### src/rtl/bm_pack_if.sv
// Burst/byte-buffer/word-output signal bundle for bm_pack.
// master drives requests and the byte stream; slave is the packer.
interface bm_pack_if;
    logic        start;
    logic [12:0] len;
    logic        abort;
    logic        bm_req;
    logic [7:0]  bm_q;
    logic        bm_qvld;
    logic [31:0] word_data;
    logic        word_vld;
    logic        busy;
    logic        done;
    logic        err;

    modport master (
        output start, len, abort, bm_q, bm_qvld,
        input  bm_req, word_data, word_vld, busy, done, err
    );

    modport slave (
        input  start, len, abort, bm_q, bm_qvld,
        output bm_req, word_data, word_vld, busy, done, err
    );
endinterface

### src/rtl/bm_pack.sv
// Packs an MSB-first byte stream into 32-bit words for a burst of len words,
// with per-byte inactivity timeout and immediate abort.
module bm_pack #(
    parameter logic [15:0] TO_CYC = 16'd1024
) (
    input  logic       clk_sys,
    input  logic       rst_n,
    bm_pack_if.slave   bus
);
    typedef enum logic [1:0] {
        IDLE = 2'd0,
        RUN  = 2'd1
    } state_t;

    state_t      state;
    logic [1:0]  byte_cnt;
    logic [23:0] part;
    logic [12:0] word_cnt;
    logic [12:0] len_r;
    logic [15:0] to_cnt;

    // Bytes are only taken while RUN, so anything after bm_req falls is dropped.
    always_ff @(posedge clk_sys or negedge rst_n) begin
        if (!rst_n) begin
            state         <= IDLE;
            byte_cnt      <= 2'd0;
            part          <= 24'h0;
            word_cnt      <= 13'd0;
            len_r         <= 13'd0;
            to_cnt        <= 16'd0;
            bus.bm_req    <= 1'b0;
            bus.busy      <= 1'b0;
            bus.word_data <= 32'h0;
            bus.word_vld  <= 1'b0;
            bus.done      <= 1'b0;
            bus.err       <= 1'b0;
        end else begin
            bus.word_vld <= 1'b0;
            bus.done     <= 1'b0;
            bus.err      <= 1'b0;
            if (bus.abort) begin
                state      <= IDLE;
                bus.bm_req <= 1'b0;
                bus.busy   <= 1'b0;
                byte_cnt   <= 2'd0;
                word_cnt   <= 13'd0;
                to_cnt     <= 16'd0;
            end else begin
                case (state)
                    IDLE: begin
                        if (bus.start) begin
                            if (bus.len == 13'd0) begin
                                bus.done <= 1'b1;
                            end else begin
                                state      <= RUN;
                                bus.bm_req <= 1'b1;
                                bus.busy   <= 1'b1;
                                len_r      <= bus.len;
                                byte_cnt   <= 2'd0;
                                word_cnt   <= 13'd0;
                                to_cnt     <= 16'd0;
                            end
                        end
                    end
                    RUN: begin
                        if (bus.bm_qvld) begin
                            // An accepted byte always wins over a coincident timeout.
                            to_cnt   <= 16'd0;
                            part     <= {part[15:0], bus.bm_q};
                            byte_cnt <= byte_cnt + 2'd1;
                            if (byte_cnt == 2'd3) begin
                                bus.word_data <= {part, bus.bm_q};
                                bus.word_vld  <= 1'b1;
                                word_cnt      <= word_cnt + 13'd1;
                                if (word_cnt + 13'd1 == len_r) begin
                                    state      <= IDLE;
                                    bus.bm_req <= 1'b0;
                                    bus.busy   <= 1'b0;
                                    bus.done   <= 1'b1;
                                end
                            end
                        end else if (to_cnt == TO_CYC - 16'd1) begin
                            state      <= IDLE;
                            bus.bm_req <= 1'b0;
                            bus.busy   <= 1'b0;
                            bus.err    <= 1'b1;
                        end else begin
                            to_cnt <= to_cnt + 16'd1;
                        end
                    end
                    default: begin
                        state      <= IDLE;
                        bus.bm_req <= 1'b0;
                        bus.busy   <= 1'b0;
                    end
                endcase
            end
        end
    end
endmodule

### src/flat_wrapper.sv
// flat-port wrapper written by rule: the top's interface ports become plain ports
module bm_pack_flat 
#(
    parameter logic [15:0] TO_CYC = 16'd1024
)
  (clk_sys, rst_n, bus_start, bus_len, bus_abort, bus_bm_q, bus_bm_qvld, bus_bm_req, bus_word_data, bus_word_vld, bus_busy, bus_done, bus_err);
  bm_pack_if bus_i ();
  input  logic clk_sys;
  input  logic rst_n;
  input wire logic [$bits(bus_i.start)-1:0] bus_start;
  input wire logic [$bits(bus_i.len)-1:0] bus_len;
  input wire logic [$bits(bus_i.abort)-1:0] bus_abort;
  input wire logic [$bits(bus_i.bm_q)-1:0] bus_bm_q;
  input wire logic [$bits(bus_i.bm_qvld)-1:0] bus_bm_qvld;
  output wire logic [$bits(bus_i.bm_req)-1:0] bus_bm_req;
  output wire logic [$bits(bus_i.word_data)-1:0] bus_word_data;
  output wire logic [$bits(bus_i.word_vld)-1:0] bus_word_vld;
  output wire logic [$bits(bus_i.busy)-1:0] bus_busy;
  output wire logic [$bits(bus_i.done)-1:0] bus_done;
  output wire logic [$bits(bus_i.err)-1:0] bus_err;
  assign bus_i.start = bus_start;
  assign bus_i.len = bus_len;
  assign bus_i.abort = bus_abort;
  assign bus_i.bm_q = bus_bm_q;
  assign bus_i.bm_qvld = bus_bm_qvld;
  assign bus_bm_req = bus_i.bm_req;
  assign bus_word_data = bus_i.word_data;
  assign bus_word_vld = bus_i.word_vld;
  assign bus_busy = bus_i.busy;
  assign bus_done = bus_i.done;
  assign bus_err = bus_i.err;
  bm_pack #(.TO_CYC(TO_CYC)) u_core (.clk_sys(clk_sys), .rst_n(rst_n), .bus(bus_i));
endmodule
### config.mk
export PLATFORM = sky130hd
export DESIGN_NAME = bm_pack_flat
export DESIGN_NICKNAME = d
export VERILOG_FILES = /design/src/rtl/bm_pack_if.sv /design/src/rtl/bm_pack.sv /design/src/flat_wrapper.sv
export SDC_FILE = /design/constraint.sdc
export NUM_CORES = 1
export LEC_CHECK = 0
export ABC_CLOCK_PERIOD_IN_PS = 2400
export BUFFER_PORTS_ARGS = -buffer_cell sky130_fd_sc_hd__buf_2
export CAP_MARGIN = 20
export CORE_MARGIN = 3
export CORE_UTILIZATION = 50
export CTS_BUF_LIST = sky130_fd_sc_hd__clkbuf_4 sky130_fd_sc_hd__clkbuf_8
export DETAILED_ROUTE_END_ITERATION = 8
export GPL_ROUTABILITY_DRIVEN = 0
export PLACE_DENSITY = 0.79
export SLEW_MARGIN = 40
export SYNTH_ARGS = -nofsm -noshare
export SYNTH_HDL_FRONTEND = slang
export SYNTH_SLANG_ARGS = --single-unit
export TNS_END_PERCENT = 100
### constraint.sdc
create_clock -name clk_sys -period 2.4 [get_ports clk_sys]
set_input_delay 0.24 -clock clk_sys [delete_from_list [all_inputs] [get_ports clk_sys]]
set_output_delay 0.24 -clock clk_sys [all_outputs]
set_load 0.005 [all_outputs]
---- Yosys cells after proc, flatten, opt, wreduce, memory -nomap -nowiden ----
Index checks and enable logic that the tools add are counted.
cells by class
  add/sub/neg operators ................... 3
  equality and inequality tests ........... 12
  muxes and demuxes ....................... 48
  bitwise logic cells ..................... 2
  reductions and logical operators ........ 10
operators by type and width
  cell                                             count
  two-way mux 16 bit                               5
  two-way mux 13 bit                               5
  case mux 16 bit (2 select lines)                 1
  case mux 13 bit (2 select lines)                 1
  two-way mux 2 bit                                11
  two-way mux 1 bit                                21
  adder 16 x 1 -> 16 bit, second input constant    1
  == test 16 x 10 -> 1 bit, second input constant  1
  AND reduction 4 bit                              4
  adder 13 x 1 -> 13 bit, second input constant    1
  == test 13 bit                                   1
  zero test 13 bit                                 1
  != test 4 x 3 -> 1 bit, second input constant    3
  AND reduction 5 bit                              2
  != test 3 bit, second input constant             3
  case mux 2 bit (2 select lines)                  2
  != test 4 bit, second input constant             1
  case mux 1 bit (2 select lines)                  2
  != test 3 x 2 -> 1 bit, second input constant    1
  AND reduction 3 bit                              1
  nonzero test 3 bit                               1
  adder 2 x 1 -> 2 bit, second input constant      1
  == test 2 x 1 -> 1 bit, second input constant    1
  == test 2 bit, second input constant             1
  2 further kinds                                  3
storage, ports and cells
  flip-flop bits (word level) ............. 106
  bits of input ports ..................... 26

---- Longest topological paths before layout ----
Gate-level depths: netlist (run 1).
  word-level depth ........................ 7
  depth in mapped cells ................... 8
  depth with buffers taken out ............ 7

---- Worst setup path before layout (run 1) ----
No wires, ideal clock.
  path kind ............................... flip-flop to flip-flop
  start point ............................. register u_core.to_cnt[0]
  end point ............................... register u_core.to_cnt[15]
  setup time .............................. 0.078 ns
  data arrival time ....................... 1.995 ns
  data required time ...................... 2.322 ns
  setup slack ............................. 0.328 ns
  stages on the path, launching flop included .. 8
  path through ............................ dfrtp_1 -> ha_1 -> and4_4 -> nand3_2 -> nor3_2 -> or4_4 -> or4_1 -> a21oi_1
between the ends
  cells in the longest elaborated chain, start to end .. 5
  elaborated cells between the ends (all ways) .. 8
  classes of those cells .................. add/sub (1); eq/ne (2); mux (4); reduce/logical (1)
ends and longest elaborated chain
  item                              line           source
  from (decl)                       bm_pack.sv:20  logic [15:0] to_cnt;
  from (signal assigned)            bm_pack.sv:88  to_cnt <= to_cnt + 16'd1;
  adder 16 x 1 -> 16 bit            bm_pack.sv:88
  two-way mux 16 bit                bm_pack.sv:82  end else if (to_cnt == TO_CYC - 16'd1) begin
  two-way mux 16 bit                bm_pack.sv:66  if (bus.bm_qvld) begin
  case mux 16 bit (2 select lines)  bm_pack.sv:49  case (state)
  two-way mux 16 bit                bm_pack.sv:41  if (bus.abort) begin
Several ways; a longest one is shown, not always the timed one. The select of a mux whose other input is x is not followed.
A chain may end at the register's enable or synchronous reset.

---- Worst setup path after layout (run 1) ----
  start point ............................. register u_core.word_cnt[1]
  end point ............................... register u_core.state[0]
between the ends
  cells in the longest elaborated chain, start to end .. 4
ends and longest elaborated chain
  item                              line           source
  from (decl)                       bm_pack.sv:18  logic [12:0] word_cnt;
  from (signal assigned)            bm_pack.sv:74  word_cnt <= word_cnt + 13'd1;
  adder 13 x 1 -> 13 bit            bm_pack.sv:75  if (word_cnt + 13'd1 == len_r) begin
  == test 13 bit                    bm_pack.sv:75
  != test 4 x 3 -> 1 bit (no line)  --
  AND reduction 5 bit (no line)     --
  to (signal assigned)              bm_pack.sv:76  state <= IDLE;
  to (signal assigned)              bm_pack.sv:83  state <= IDLE;
  to (signal assigned)              bm_pack.sv:92  state <= IDLE;
  to (decl)                         bm_pack.sv:15  state_t state;
No other way between the ends.

==> impl_metrics.py, run 1 <==
metrics = {
    "die": {
        "die_w_um": 104,
        "die_h_um": 104,
        "die_area_um2": 10800,
        "io_pins": 63,
        "start_util_pct": 51.7,
        "num_rows": 35,
        "core_um2": 9280,
    },
    "clocking": {
        "cts.clk_slew.worst_paths_ns": 0.12,
        "cts_tree": "yes",
        "clock_sinks": 104,
        "cts-root-buf": "clkbuf_8",
        "clk_path_buf_depth": 2,
        "cts_made_buffers": 9,
        "cts_max_level": 3,
        "clkLatencyLatePin_ns": 0.37,
    },
    "global_routing": {
        "gr-total-overflow": 0,
        "grt_pass1_vias": 3883,
        "grt_use_total_pct": 20.1,
        "grt_max_degree": 67,
        "antenna_found_initial": 0,
        "grt_pass1_wl_um": 18200,
    },
    "worst_setup_path": {
        "path_max_fanout": 6,
        "crit_chain": "ha_2 > and3_1 > nand3_1 > or4_1 > a2111oi_1 > buf_4 > a21oi_1",
        "ff2ff_path_depth": 7,
        "critPathCaptureType": "register",
        "r2r-start": "u_core.word_cnt[1]",
        "startpoint_type": "register",
        "critical_path_class": "reg -> reg",
        "crit_family": "simple AND/OR/NAND/NOR gates",
        "slowest_delay_ns": 0.55,
        "required_ns": 2.65,
        "worst_r2r_endpoint": "u_core.state[0]",
        "critPathSlowestCell": "or4_1",
        "r2r_setup_slack_ns": 0.15,
        "arrival_ns": 2.50,
        "critPathBufInv": 1,
    },
    "timing": {
        "hold_viol": 0,
        "worst_slew_pin_slew_ns": 0.582,
        "post-route-period-util_pct": 93.9,
        "finalSetupViolCount": 0,
        "setup_ws_ns": 0.147,
        "max_slew_margin_pct": 61.2,
        "rsz0062_at_grt": "false",
        "period_minus_slack_ns": 2.25,
        "skew_ns": 0.0177,
        "tns_ns": 0,
        "fmax_ghz": 0.444,
        "finalMaxSlewViolations": 0,
    },
    "synthesis": {
        "synth_area_leaders": "dfrtp_1, nand2_1, xnor2_1",
        "yosysTopAreaCellShare_pct": 54.2,
        "synth-main-ff-cell": "dfrtp_1",
        "synth_common_cells": "nand2_1, dfrtp_1, nor2_1, xnor2_1, o21ai_0",
        "synth-seq-area-share_pct": 54.2,
        "synthArstFlopShare_pct": 100,
        "synth.distinct_cells": 48,
        "ys_ff_latch": 104,
        "post-synth-top-count-cell": "nand2_1",
        "synth_top_area_cell": "dfrtp_1",
        "synth_area_per_cell_um2": 9.06,
        "synth_fp_nets": 559,
        "syn_inst": 530,
        "syn_area_um2": 4800,
        "synth_enable_flop_cells": 0,
        "yosysWarnings": 0,
    },
    "power_and_ir_drop": {
        "p_per_area_nw_per_um2": 718,
        "power.share.clock_pct": 26.6,
        "combPwrFrac_pct": 16.3,
        "seqPwrFrac_pct": 57.1,
        "switching_power_uw": 1210,
        "p_int_uw": 2750,
        "p_leak_uw": 0.00283,
        "swShare_pct": 30.5,
        "vdd_ir_drop_max_mv": 0.434,
    },
    "finish": {
        "multi_input_area_um2": 2070,
        "layout-drive-gt1-share_pct": 19.9,
        "syn_to_final_growth_pct": 14.8,
        "fillers": 826,
        "final_util_pct": 59.4,
        "ff_latch_area_um2": 2600,
        "antenna_cells": 0,
        "layout.nets": 623,
    },
    "drt": {
        "drc_errors": 0,
        "via_per_inst": 5.24,
        "drt_iter0_markers": 196,
        "vias": 3817,
        "ant_nets": 0,
        "wl_um": 10300,
        "wl_per_cell_um": 14.2,
        "drt_pass1_iterations": 4,
    },
    "placement": {
        "dp_hpwl_um": 7320,
        "dp_worst_setup_slack_ns": 0.192,
        "portBuffers": 62,
    },
    "hold_path": {
        "hold_path_depth": 3,
        "hold_end": "u_core.bus.word_data[6]",
        "hp-class": "in -> reg",
        "min_from": "bus_bm_q[6]",
    },
    "outcome": {
        "outcome": "complete, no violations",
    },
    "job": {
        "drv_cap": 0,
    },
}
-- state kept, by name, indices dropped and copies added (netlist names) --
name	count
u_core.to_cnt	16
u_core.bus.word_data	32
u_core.byte_cnt	2
u_core.bus.word_vld	1
u_core.bus.done	1
u_core.len_r	13
u_core.bus.err	1
u_core.part	24
u_core.state	1
u_core.word_cnt	13
-- worst max-delay path by stage --
| stage | from | to | slack [ns] | cells past startpoint |
|---|---|---|---|---|
| floorplan | u_core.to_cnt[0] | u_core.to_cnt[15] | 0.33 | 7 |
| global placement | u_core.word_cnt[1] | u_core.state[0] | 0.25 | 7 |
| detailed placement | u_core.word_cnt[1] | u_core.state[0] | 0.19 | 7 |
| CTS | u_core.word_cnt[1] | u_core.state[0] | 0.08 | 7 |
| global route | u_core.word_cnt[1] | u_core.state[0] | 0.02 | 7 |
| finish | u_core.word_cnt[1] | u_core.state[0] | 0.15 | 7 |
-- area by class of cell --
cell class,count,area share [%]
Tap cell,129,2.93
Clock inverter,6,1.14
Timing Repair Buffer,79,8.10
Sequential cell,104,47.2
Clock buffer,10,2.38
Inverter,9,0.613
Multi-Input combinational cell,391,37.6
-- kinds of logic after synthesis --
group                      synth area share (%)
and+or+nand+nor                            26.9
DFF                                        54.2
AOI/OAI and AO/OA                          6.78
buffers and inverters                      3.02
xor gates and xnor gates                   5.29
muxes                                      3.05
adders and majority gates                 0.782
-- power by group through the flow --
stage | sequential, µW | clock (µW) | combinational, µW
after global placement | 2270 | 0 | 619
after CTS | 2260 | 1080 | 651
after floorplan | 2230 | 0 | 441
final | 2260 | 1050 | 646
after global routing | 2300 | 1160 | 747
after detailed placement | 2290 | 0 | 647
-- repair_timing --
| item | CTS | global route |
|---|---|---|
| hold endpoints to repair | 45 | 0 |
| setup endpoints to repair | 0 | 1 |
| gates resized for setup | 0 | 4 |
| hold buffers | 1 | 0 |
| buffers inserted | 0 | 0 |
-- worst min-delay path, stage by stage --
cell     delay [ns]
buf_2          0.09
nand2_1        0.04
nand2_1        0.05
-- through the flow --
stage          total power [µW]  hold WS (ns)  cell area (µm²)  cells
2_1_floorplan              2670       -0.0556             4800    530
3_3_place_gp               2890         0.374             5280    711
4_1_cts                    3980        0.0620             5490    728
3_5_place_dp               2940         0.386             5280    711
5_1_grt                    4200        0.0577             5510    728
6_report                   3960        0.0674             5510    728
-- cells in the final DEF, fill, tap and decap left out, types with 2 or more instances in the layout --
| cell | Yosys | layout |
|---|---|---|
| nor4_1 | 9 | 9 |
| nand3_2 | 1 | 2 |
| or4_1 | 2 | 2 |
| nand4_1 | 6 | 6 |
| a31oi_1 | 2 | 2 |
| o31ai_1 | 6 | 6 |
| a21oi_1 | 4 | 4 |
| o21ai_0 | 24 | 24 |
| xnor2_1 | 25 | 25 |
| clkbuf_8 | 0 | 9 |
| inv_1 | 9 | 9 |
| nor2b_1 | 2 | 2 |
| and4_4 | 2 | 2 |
| mux2_2 | 13 | 13 |
| buf_2 | 5 | 61 |
| clkinv_4 | 0 | 2 |
| nor2_1 | 34 | 34 |
| nand2_1 | 193 | 192 |
| nor3b_1 | 3 | 3 |
| nand3_1 | 13 | 12 |
| and3_1 | 7 | 7 |
| dfrtp_1 | 104 | 104 |
| a22o_1 | 2 | 2 |
| xor2_1 | 4 | 4 |
| o21a_1 | 3 | 3 |
| nor3_1 | 13 | 13 |
| nand2_2 | 1 | 2 |
| inv_6 | 0 | 2 |
| ha_1 | 3 | 2 |
| buf_4 | 2 | 16 |
-- metal layers --
layer	global-route usage [%]	up-vias	part of all wire (%)
met5	0	-	0
met4	7.12	0	2.1
met3	3.29	19	3.7
met2	33.1	88	49
met1	27.0	1831	45
li1	-	1879	-
(Power assumes the default switching activity.)
==> run 2: changes to the inputs <==
--- a/config.mk
+++ b/config.mk
@@ -8,6 +8,7 @@
 export ABC_CLOCK_PERIOD_IN_PS = 2400
 export BUFFER_PORTS_ARGS = -buffer_cell sky130_fd_sc_hd__buf_2
 export CAP_MARGIN = 20
+export CORE_ASPECT_RATIO = 1.5
 export CORE_MARGIN = 3
 export CORE_UTILIZATION = 50
 export CTS_BUF_LIST = sky130_fd_sc_hd__clkbuf_4 sky130_fd_sc_hd__clkbuf_8
==> run 2 against run 1 <==
Wire length is 2.7% higher; via count is 3.0% higher; first-iteration DRC count up 61%; register-to-register slack better by 0.05 ns; sequential share of layout area rose by 0.39 points; die area grew 0.22%.
==> impl_metrics.py, run 2 (synthesized netlist as in run 1, its figures left out) <==
metrics = {
    "power_and_ir_drop": {
        "seqPwrFrac_pct": 57.2,
        "swShare_pct": 30.9,
        "p_leak_uw": 0.00280,
        "vdd_ir_drop_max_mv": 0.444,
        "p_int_uw": 2730,
        "p_per_area_nw_per_um2": 724,
        "power.share.clock_pct": 26.3,
        "switching_power_uw": 1220,
        "combPwrFrac_pct": 16.6,
    },
    "global_routing": {
        "antenna_found_initial": 0,
        "grt_max_degree": 56,
        "grt_pass1_vias": 3867,
        "grt_pass1_wl_um": 18100,
        "grt_use_total_pct": 20.9,
        "gr-total-overflow": 0,
    },
    "worst_setup_path": {
        "arrival_ns": 2.45,
        "worst_r2r_endpoint": "u_core.state[0]",
        "ff2ff_path_depth": 6,
        "required_ns": 2.65,
        "r2r-start": "u_core.word_cnt[0]",
        "startpoint_type": "register",
        "critPathCaptureType": "register",
        "critical_path_class": "reg -> reg",
        "r2r_setup_slack_ns": 0.19,
        "path_max_fanout": 6,
    },
    "finish": {
        "regMostFlops": "u_core.bus.word_data",
        "fillers": 866,
        "mostFrequentLayoutCell": "nand2_1",
        "ff_latch_area_um2": 2600,
        "largest_reg_flops": 32,
        "antenna_cells": 0,
        "layout.nets": 621,
        "top_regs": "u_core.bus.word_data (32), u_core.part (24), u_core.to_cnt (16)",
        "syn_to_final_growth_pct": 13.9,
        "final_cells": 709,
        "multi_input_area_um2": 2060,
        "layout-drive-gt1-share_pct": 19.4,
        "layout_common_cells": "nand2_1, dfrtp_1, buf_2, nor2_1, xnor2_1",
    },
    "timing": {
        "hold_viol": 0,
        "finalMaxSlewViolations": 0,
        "finalSetupViolCount": 0,
        "period_minus_slack_ns": 2.21,
        "rsz0062_at_grt": "false",
        "worst_slew_pin_slew_ns": 0.711,
        "fmax_ghz": 0.453,
        "tns_ns": 0,
        "post-route-period-util_pct": 91.9,
        "skew_ns": 0.0157,
        "max_slew_margin_pct": 52.6,
    },
    "clocking": {
        "clk_path_buf_depth": 2,
        "clock_sinks": 104,
        "cts_made_buffers": 9,
        "cts_tree": "yes",
        "cts.clk_slew.worst_paths_ns": 0.11,
        "cts_max_level": 3,
        "clkLatencyLatePin_ns": 0.39,
        "cts-root-buf": "clkbuf_8",
    },
    "drt": {
        "drt_iter0_markers": 315,
        "vias": 3932,
        "ant_nets": 0,
        "wl_um": 10600,
        "via_per_inst": 5.55,
        "drt_pass1_iterations": 5,
        "wl_per_cell_um": 14.9,
        "drc_errors": 0,
    },
    "die": {
        "num_rows": 43,
        "die_w_um": 86.0,
        "die_area_um2": 10800,
        "die_h_um": 126,
        "start_util_pct": 51.6,
        "io_pins": 63,
        "core_um2": 9310,
    },
    "outcome": {
        "outcome": "complete, no violations",
    },
    "hold_path": {
        "hold_end": "u_core.bus.word_data[4]",
        "hp-class": "in -> reg",
        "min_from": "bus_bm_q[4]",
        "hold_path_depth": 3,
    },
    "placement": {
        "post-place-cells": 692,
        "portBuffers": 62,
        "dp_hpwl_um": 7440,
    },
    "job": {
        "drv_cap": 0,
    },
}
run 2: cell types whose count changed in the layout (fill, tap and decap cells not counted), sizes merged:
cell,change
buf,-2
clkbuf,-1
clkinvlp,+1
run 2: worst max path at each step:
| stage | startpoint | end | slack, ns | cells past startpoint |
|---|---|---|---|---|
| final | u_core.word_cnt[0] | u_core.state[0] | 0.19 | 6 |
| after global routing | u_core.word_cnt[0] | u_core.state[0] | 0.06 | 7 |
| after CTS | u_core.word_cnt[0] | u_core.state[0] | 0.07 | 6 |
| after detailed placement | u_core.word_cnt[0] | u_core.state[0] | 0.1 | 6 |
| after global placement | u_core.word_cnt[0] | u_core.state[0] | 0.26 | 6 |
| after floorplan | u_core.to_cnt[0] | u_core.to_cnt[15] | 0.33 | 7 |
run 2: repair_timing:
action / in CTS / in global routing
setup buffers: 0 / 0
hold buffers: 1 / 0
resized for setup: 0 / 3
setup endpoints to repair: 0 / 1
hold endpoints to repair: 54 / 0
run 2: routing by layer:
layer,vias to the layer above,GRT usage [%],wire (µm)
li1,1883,-,-
met1,1887,26.8,4300
met2,136,34.0,5490
met3,26,4.45,529
met4,0,8.57,265
met5,-,0,0
run 2: worst max-delay path, stage by stage, from the launching register on:
cell	delay, ns
dfrtp_1	0.45
ha_1	0.27
and3_1	0.21
nand3_1	0.11
or4_1	0.57
a2111oi_2	0.35
a21oi_1	0.13
run 2: power groups by stage:
stage          Sequential [µW]  Clock (µW)  Combinational [µW]
2_1_floorplan             2230           0                 441
3_3_place_gp              2280           0                 619
3_5_place_dp              2300           0                 646
4_1_cts                   2260        1060                 656
5_1_grt                   2300        1130                 750
6_report                  2260        1040                 655
run 2: area by class of cell:
cell class / instances / share of cell area [%]
Tap cell: 112 / 2.56
Sequential cell: 104 / 47.6
Clock buffer: 9 / 2.27
Inverter: 9 / 0.618
Timing Repair Buffer: 77 / 8.06
Multi-Input combinational cell: 391 / 37.7
Clock inverter: 7 / 1.17
run 2: per-stage QoR:
step / worst slack, ns / utilization [%] / hold WS, ns / cell area [µm²] / total power [µW]
final: 0.194 / 58.7 / 0.0600 / 5470 / 3960
after global routing: 0.0554 / 58.7 / 0.0558 / 5470 / 4180
after CTS: 0.0748 / 58.6 / 0.0513 / 5460 / 3980
after detailed placement: 0.0997 / 56.5 / 0.340 / 5260 / 2940
after global placement: 0.257 / 56.5 / 0.325 / 5260 / 2900
after floorplan: 0.328 / - / -0.0556 / 4800 / 2670
==> run 3: changes to the inputs <==
==> constraint.sdc (replaced) <==
create_clock -name clk_sys -period 2.4 [get_ports clk_sys]
set_input_delay 0.36 -clock clk_sys [delete_from_list [all_inputs] [get_ports clk_sys]]
set_output_delay 0.36 -clock clk_sys [all_outputs]
set_load 0.005 [all_outputs]
==> run 3 against run 2 <==
Final area is 0.76% higher; global-route usage is 0.29 points higher; critical path depth is 2 higher; sequential power hardly changed; hold slack better by 0.13 ns; sequential cell count stayed put; core utilization is 0.44 points higher; register-to-register slack worse by 0.05 ns; count of clock-buffer cells in the layout is 2 higher; fmax is 2.3% lower; clock power is 5% higher; total power is 1.6% higher; critical path type unchanged; largest power group unchanged.
==> impl_metrics.py, run 3 (synthesized netlist as in run 1, its figures left out) <==
metrics = {
    "timing": {
        "skew_ns": 0.0128,
        "finalMaxSlewViolations": 0,
        "rsz0062_at_grt": "false",
        "max_slew_margin_pct": 45.4,
        "worst_slew_pin_slew_ns": 0.814,
        "period_minus_slack_ns": 2.26,
        "hold_viol": 0,
        "post-route-period-util_pct": 94.0,
        "tns_ns": 0,
        "fmax_ghz": 0.443,
        "finalSetupViolCount": 0,
    },
    "drt": {
        "drt_pass1_iterations": 5,
        "drt_iter0_markers": 237,
        "vias": 3945,
        "via_per_inst": 5.56,
        "wl_um": 10600,
        "ant_nets": 0,
        "drc_errors": 0,
        "wl_per_cell_um": 15.0,
    },
    "clocking": {
        "clock_sinks": 104,
        "clk_path_buf_depth": 2,
        "cts.clk_slew.worst_paths_ns": 0.10,
        "clkLatencyLatePin_ns": 0.38,
        "cts_max_level": 3,
        "post-cts-setup-buffers": 0,
        "cts-root-buf": "clkbuf_8",
        "cts_made_buffers": 9,
        "cts_tree": "yes",
    },
    "worst_setup_path": {
        "critPathSlowestCell": "dfrtp_1",
        "path_max_fanout": 8,
        "critical_path_class": "reg -> reg",
        "crit_chain": "ha_1 > nand3_2 > nor4_2 > buf_4 > nor3_1 > a31oi_1 > nor2_1 > a41o_1",
        "critPathBufInv": 1,
        "r2r_setup_slack_ns": 0.14,
        "required_ns": 2.67,
        "critPathCaptureType": "register",
        "startpoint_type": "register",
        "slowest_delay_ns": 0.45,
        "arrival_ns": 2.52,
        "crit_family": "simple AND/OR/NAND/NOR gates",
    },
    "finish": {
        "layout_common_cells": "nand2_1, dfrtp_1, buf_2, nor2_1, xnor2_1",
        "largest_reg_flops": 32,
        "multi_input_area_um2": 2070,
        "antenna_cells": 0,
        "fillers": 811,
        "layout.nets": 622,
        "mostFrequentLayoutCell": "nand2_1",
        "final_cells": 709,
        "regMostFlops": "u_core.bus.word_data",
        "syn_to_final_growth_pct": 14.7,
        "ff_latch_area_um2": 2600,
        "top_regs": "u_core.bus.word_data (32), u_core.part (24), u_core.to_cnt (16)",
        "layout-drive-gt1-share_pct": 19.6,
    },
    "job": {
        "drv_cap": 0,
    },
    "placement": {
        "post-place-cells": 693,
        "portBuffers": 62,
        "dp_hpwl_um": 7630,
    },
    "die": {
        "start_util_pct": 51.6,
        "num_rows": 43,
        "die_w_um": 86.0,
        "die_h_um": 126,
        "die_area_um2": 10800,
        "core_um2": 9310,
        "io_pins": 63,
    },
    "hold_path": {
        "hp-class": "in -> reg",
    },
    "outcome": {
        "outcome": "complete, no violations",
    },
    "global_routing": {
        "antenna_found_initial": 0,
        "grt_max_degree": 66,
        "grt_pass1_vias": 3922,
        "grt_pass1_wl_um": 18300,
        "gr-total-overflow": 0,
        "grt_use_total_pct": 21.1,
    },
    "power_and_ir_drop": {
        "vdd_ir_drop_max_mv": 0.394,
        "p_per_area_nw_per_um2": 730,
        "p_leak_uw": 0.00282,
    },
}
[run 3: changes by cell type in the layout (fill, tap and decap cells not counted), moves of 2 or more]
| cell | change |
|---|---|
| clkbuf_4 | +2 |
| buf_12 | +2 |
| inv_6 | +2 |
| inv_8 | -3 |
| clkinv_4 | -2 |
[run 3: per-layer routing]
metal  up-vias  wire (µm)  part of all wire (%)  GRT usage (%)
li1       1881          -                     -              -
met2       136       5300                    50           33.8
met5         -          0                     0              0
met3        46        532                   5.0           3.60
met4         0        507                   4.8           13.5
met1      1882       4260                    40           26.2
[run 3: path summary, 6_finish.rpt]
kind,cells past startpoint,from,end
min in group asynchronous,2,rst_n,u_core.len_r[4]
min reg2reg,2,u_core.bus.word_data[15],u_core.bus.word_data[15]
max in group asynchronous,3,rst_n,u_core.bus.word_data[15]
min,3,bus_bm_q[4],u_core.bus.word_data[4]
max,8,u_core.word_cnt[0],u_core.bus.done
max reg2reg,8,u_core.word_cnt[0],u_core.bus.done
[run 3: cell type report]
cell class | count | share of cell area [%]
repair buffers | 78 | 8.59
clock buffers | 11 | 2.52
multi-input cells | 391 | 37.5
clock inverters | 4 | 0.954
inverters | 9 | 0.613
well taps | 112 | 2.54
flip-flops and latches | 104 | 47.3
[run 3: worst register-to-register path: cells and delay by family (launching register included)]
family	cells	cell delay, ns
AND/OR/NAND/NOR	4	0.71
AO/OA/AOI/OAI	2	0.52
flip-flops	1	0.45
adder cells (fa/ha/maj)	1	0.29
buffers and inverters	1	0.18
[run 3: stage by stage]
step	worst slack (ns)	hold WS, ns	instance area, µm²	power (µW)	util, %
4_1_cts	0.0226	0.170	5490	4050	59.0
3_5_place_dp	0.0682	0.250	5290	2950	56.9
2_1_floorplan	0.328	0.0644	4800	2670	-
3_3_place_gp	0.167	0.245	5290	2910	56.9
6_report	0.143	0.186	5510	4020	59.2
5_1_grt	0.00983	0.175	5510	4240	59.2
[run 3: what timing repair did]
| action | 4_1_cts | 5_1_grt |
|---|---|---|
| hold buffers | 1 | 0 |
| gates resized for setup | 0 | 3 |
| endpoints found under the hold margin | 16 | 0 |
| endpoints found under the setup margin | 0 | 1 |
[run 3: power by group]
part           internal, µW  switching (µW)
Clock                   506             585
Sequential             2040             222
Combinational           305             362
